$ cat src/rtl/irb_scan_out.sv
// Captures the LCD controller's 8x8 IRB frame and streams it out over valid/ready
// on the rising edge of done, with coordinates, a last flag and a running checksum.
module irb_scan_out #(
    parameter int SCAN_ORDER = 0
) (
    input  logic        clk,
    input  logic        reset,
    input  logic        irb_rw,
    input  logic [5:0]  irb_a,
    input  logic [7:0]  irb_d,
    input  logic        done,
    output logic        pix_valid,
    input  logic        pix_ready,
    output logic [7:0]  pix_data,
    output logic [2:0]  pix_x,
    output logic [2:0]  pix_y,
    output logic        pix_last,
    output logic [13:0] checksum,
    output logic        checksum_valid,
    output logic        frame_incomplete,
    output logic        wr_err
);

    typedef enum logic [1:0] {
        ST_COLLECT = 2'd0,
        ST_SCAN    = 2'd1,
        ST_DRAIN   = 2'd2
    } state_t;

    state_t      state_q;
    logic [7:0]  mem_q [64];
    logic [63:0] mask_q;
    logic [63:0] mask_d;
    logic        done_q;
    logic [5:0]  idx_q;
    logic [13:0] checksum_q;
    logic        checksum_valid_q;
    logic        frame_incomplete_q;
    logic        wr_err_q;

    logic        scan_active;
    logic        wr_commit;
    logic        pix_fire;
    logic [5:0]  scan_addr;
    logic [7:0]  cur_pix;

    assign scan_active = (state_q == ST_SCAN);
    assign wr_commit   = (state_q == ST_COLLECT) && !irb_rw;
    assign pix_fire    = scan_active && pix_ready;

    // Column-major order walks x in the outer loop, so index bits swap halves.
    if (SCAN_ORDER == 1) begin : g_col_order
        assign scan_addr = {idx_q[2:0], idx_q[5:3]};
    end else begin : g_row_order
        assign scan_addr = idx_q;
    end

    assign cur_pix = mem_q[scan_addr];

    // Mask including this cycle's write, so an edge-cycle write counts as present.
    assign mask_d = wr_commit ? (mask_q | (64'd1 << irb_a)) : mask_q;

    for (genvar gi = 0; gi < 64; gi++) begin : g_mem
        localparam logic [5:0] ENTRY_ADDR = 6'(gi);
        always_ff @(posedge clk or posedge reset) begin
            if (reset) begin
                mem_q[gi] <= 8'd0;
            end else if (wr_commit && (irb_a == ENTRY_ADDR)) begin
                mem_q[gi] <= irb_d;
            end
        end
    end

    always_ff @(posedge clk or posedge reset) begin
        if (reset) begin
            state_q            <= ST_COLLECT;
            mask_q             <= '0;
            done_q             <= 1'b0;
            idx_q              <= '0;
            checksum_q         <= '0;
            checksum_valid_q   <= 1'b0;
            frame_incomplete_q <= 1'b0;
            wr_err_q           <= 1'b0;
        end else begin
            done_q <= done;
            case (state_q)
                ST_COLLECT: begin
                    mask_q <= mask_d;
                    if (done && !done_q) begin
                        state_q            <= ST_SCAN;
                        frame_incomplete_q <= ~&mask_d;
                        idx_q              <= '0;
                        checksum_q         <= '0;
                        checksum_valid_q   <= 1'b0;
                    end
                end
                ST_SCAN: begin
                    if (!irb_rw) begin
                        wr_err_q <= 1'b1;
                    end
                    if (pix_fire) begin
                        checksum_q <= checksum_q + {6'd0, cur_pix};
                        idx_q      <= idx_q + 6'd1;
                        if (idx_q == 6'd63) begin
                            state_q <= ST_DRAIN;
                        end
                    end
                end
                ST_DRAIN: begin
                    checksum_valid_q <= 1'b1;
                    mask_q           <= '0;
                    state_q          <= ST_COLLECT;
                end
                default: begin
                    state_q <= ST_COLLECT;
                end
            endcase
        end
    end

    assign pix_valid        = scan_active;
    assign pix_data         = scan_active ? cur_pix : 8'd0;
    assign pix_x            = scan_active ? scan_addr[2:0] : 3'd0;
    assign pix_y            = scan_active ? scan_addr[5:3] : 3'd0;
    assign pix_last         = scan_active && (idx_q == 6'd63);
    assign checksum         = checksum_q;
    assign checksum_valid   = checksum_valid_q;
    assign frame_incomplete = frame_incomplete_q;
    assign wr_err           = wr_err_q;

endmodule

$ cat config.mk
export PLATFORM = sky130hd
export DESIGN_NAME = irb_scan_out
export DESIGN_NICKNAME = d
export VERILOG_FILES = /design/src/rtl/irb_scan_out.sv
export SDC_FILE = /design/constraint.sdc
export NUM_CORES = 1
export LEC_CHECK = 0
export CAP_MARGIN = 20
export CORE_MARGIN = 2
export CORE_UTILIZATION = 40
export DETAILED_ROUTE_END_ITERATION = 8
export PLACE_DENSITY = 0.58
export SYNTH_ARGS = -nofsm -noshare
export SYNTH_HDL_FRONTEND = slang
export SYNTH_SLANG_ARGS = --single-unit
$ cat constraint.sdc
create_clock -name clk -period 19.1 [get_ports clk]
set_clock_uncertainty 0.1 [all_clocks]
set_input_delay 3.82 -clock clk [delete_from_list [all_inputs] [get_ports clk]]
set_output_delay 3.82 -clock clk [all_outputs]
set_load 0.005 [all_outputs]
==> metrics <==
crit-path max FO 44; Worst Hold Depth 2; combinational share of power 17.6%; Post-CTS Setup Bufs 0; hold endpoint mem_q[8]$_DFFE_PP0P_; Die ar. 70900 um2; endpoints failing setup 0; clock sinks 602; slew at the pin closest to its max-slew limit 1.11 ns; Initial Utilization 40.3%; most numerous cell on the critical path mux4_2; Internal Power 2.33 mW; metal3 WL 3890 um; number of diodes 0; Synth top area share 54.7%; crit-path max cell delay 0.79 ns; maximum vdd drop 0.0000959 V; crit end category output port; P_sw 885 uW; reg2reg start idx_q[0]$_DFFE_PP0P_; Tot GR Track Use 21.2%; Startpoint Class flop; Post-synth EDFFs 0; cells after synthesis 1893; post-layout util 45.3%; pre-CTS WS 10.48 ns; synthesized flop and latch total 602; main area contributors after synthesis dfrtp_1 (55%), mux2_2 (19%), mux4_2 (14%); global-route wire length before repair 112000 um; area leader, netlist dfrtp_1; later-pin clock latency in the skew report 0.63 ns; Fmax achieved 109 MHz; WL met2 33900 um; final worst slack 9.96 ns; Setup TNS 0 ns; unrepaired setup endpoints after global routing no; worst-path cell chain buf_4, buf_4, mux4_2, mux4_2, mux4_2, and2_1, clkdlybuf4s50_1; Nets 1946; DRT iter0 DRCs 1221; vias in the first global route 16800; H-tree Lvls 2; top sig layer met5; largest net degree at the start of global routing 173; clock power share 37.3%; DR vias 16200; initial antenna violation count 7; area delta synth->final 12.5%; fin crit period 9.14 ns; Core Footprint 68300 um2; Crit path required time 15.18 ns; routed length per instance 25.7 um; Worst Path Buf+Inv 3; GRT overflow 0; Synth top cells by count dfrtp_1 (602), mux2_2 (472), mux4_2 (168), nand2_1 (161), nor2_1 (133); yosys warns 0; clock tree buffer depth 3; final hold slack 0.368 ns; Netlist cell types 60; Seq/Total Area, Yosys 54.7%; I/O Buffers 51; crit path DAT 5.22 ns; Most used DFF post-synth dfrtp_1; crit path kind flop to output port; post-cts sizing count 0; # DRC 0; Placer Congestion 0.844; FF-to-FF path depth 13; part of the power in registers 45.1%; CTS buffer count 61; CTS tree done; antenna-violating nets left 0; pwr dens 104 nW/um2; delay-heaviest family, CP buffers and inverters; clock slew at reported path FFs 0.06 ns; DP HPWL 46000 um; hold path start mem_q[8]$_DFFE_PP0P_; chip width 266 um; num ports 52; syn_area_per_cell 14.5 um2; # rows 96; Root Driver clkbuf_16; DP Area 28900 um2; Rel. slew slack 24.3%; Cell Area, Synth 27500 um2; Die Ht 266 um; layout cells sized above 1 42.3%; WL met1 33600 um; worst r2r dst checksum[11]$_DFFE_PP0P_; max cap viols 0; Final Hold Fails 0; Sw Share 27.5%; Final Instance Area 31000 um2; final worst path period share 47.9%; Pleak 14.6 nW; top-count cell post-synth dfrtp_1; Post-synth ARST share 100%; Via density 5.70; Detailed Route WL 73200 um; FF-to-FF setup slack 12.55 ns; fin. max-slew vios 0; post-synthesis net count 1922; status finished, final reports clean; Post-CTS Hold Buffers 0; Slowest cell on crit path buf_4; min-delay worst type flop to flop; DR pass1 iterations 5
-- power groups by stage --
| stage | registers, mW | logic [mW] | clock network [mW] |
|---|---|---|---|
| 3_5_place_dp | 1.47 | 0.574 | 0 |
| 2_1_floorplan | 1.42 | 0.438 | 0 |
| 5_1_grt | 1.46 | 0.613 | 1.28 |
| 6_report | 1.45 | 0.568 | 1.20 |
| 4_1_cts | 1.45 | 0.576 | 1.23 |
| 3_3_place_gp | 1.47 | 0.561 | 0 |
-- worst reg2reg max path: stages, from the launching register on --
cell and delay (ns):
dfrtp_4 0.71, buf_4 0.64, buf_4 0.82, mux4_2 0.66
mux4_2 0.55, mux4_2 0.58, ha_1 0.31, a21o_1 0.16
a21o_1 0.21, a2111oi_0 0.99, nor3_1 0.21, o21ai_0 0.27
xor2_1 0.18, nor2_1 0.05
-- layout by cell type, fill, tap and decap left out, types with 5 or more instances in the layout --
cell	count
inv_1	13
buf_4	35
clkbuf_16	63
nor2_1	131
nand4_1	7
xor2_1	11
nand4b_1	5
clkdlybuf4s50_1	43
nor2_4	6
buf_2	8
dfrtp_1	599
nor3_1	9
ha_1	9
nor2_2	10
and2_1	15
mux2_2	472
mux4_2	168
clkinv_2	13
nand3_1	7
nor3_4	8
nand2_1	161
nor4_1	10
or3_1	9
a21oi_1	29
clkbuf_1	16
buf_12	6
nor2b_1	6
o22ai_1	6
clkbuf_8	18
o21ai_0	10
nand2b_1	5
-- kinds of logic after synthesis --
| family | synth area share (%) |
|---|---|
| AO/OA/AOI/OAI | 1.49 |
| XOR/XNOR | 0.477 |
| multiplexers | 33.1 |
| adder cells (fa/ha/maj) | 0.482 |
| AND/OR/NAND/NOR | 7.41 |
| buffers and inverters | 2.34 |
| flip-flops | 54.7 |
-- final cells by class --
type,instances,area (um2)
Clock buffer,97,1880
Clock inverter,16,134
Fill cell,5997,37400
Inverter,14,56.3
Multi-Input combinational cell,1145,11800
Sequential cell,602,15100
Tap cell,882,1100
Timing Repair Buffer,93,881
-- layer usage --
metal	GRT usage [%]	vias up
met5	0	-
met4	5.51	8
met3	3.67	120
met2	32.8	427
met1	31.0	8738
li1	-	6944
-- stage by stage --
step | power (mW) | std cells
2_1_floorplan | 1.85 | 1893
3_3_place_gp | 2.03 | 2732
3_5_place_dp | 2.05 | 2733
4_1_cts | 3.25 | 2846
5_1_grt | 3.36 | 2849
6_report | 3.22 | 2849
-- sequential cells by signal (all words and copies together) (netlist names), 2 cells and up --
name / count
idx_q: 6
mem_q: 512
mask_q: 64
checksum: 14
state_q: 2
-- how the worst max path moves through the flow --
stage / startpoint / endpoint / slack, ns / cells past startpoint
finish: idx_q[0]$_DFFE_PP0P_ / pix_data[1] / 9.96 / 7
global route: idx_q[0]$_DFFE_PP0P_ / pix_data[1] / 9.63 / 7
CTS: idx_q[0]$_DFFE_PP0P_ / pix_data[1] / 9.81 / 7
detailed placement: idx_q[0]$_DFFE_PP0P_ / pix_data[1] / 10.48 / 7
global placement: idx_q[0]$_DFFE_PP0P_ / pix_data[1] / 10.57 / 7
floorplan: reset / checksum[0]$_DFFE_PP0P_ / 6.97 / 1
Note: power is estimated with default switching activity, not from simulation.
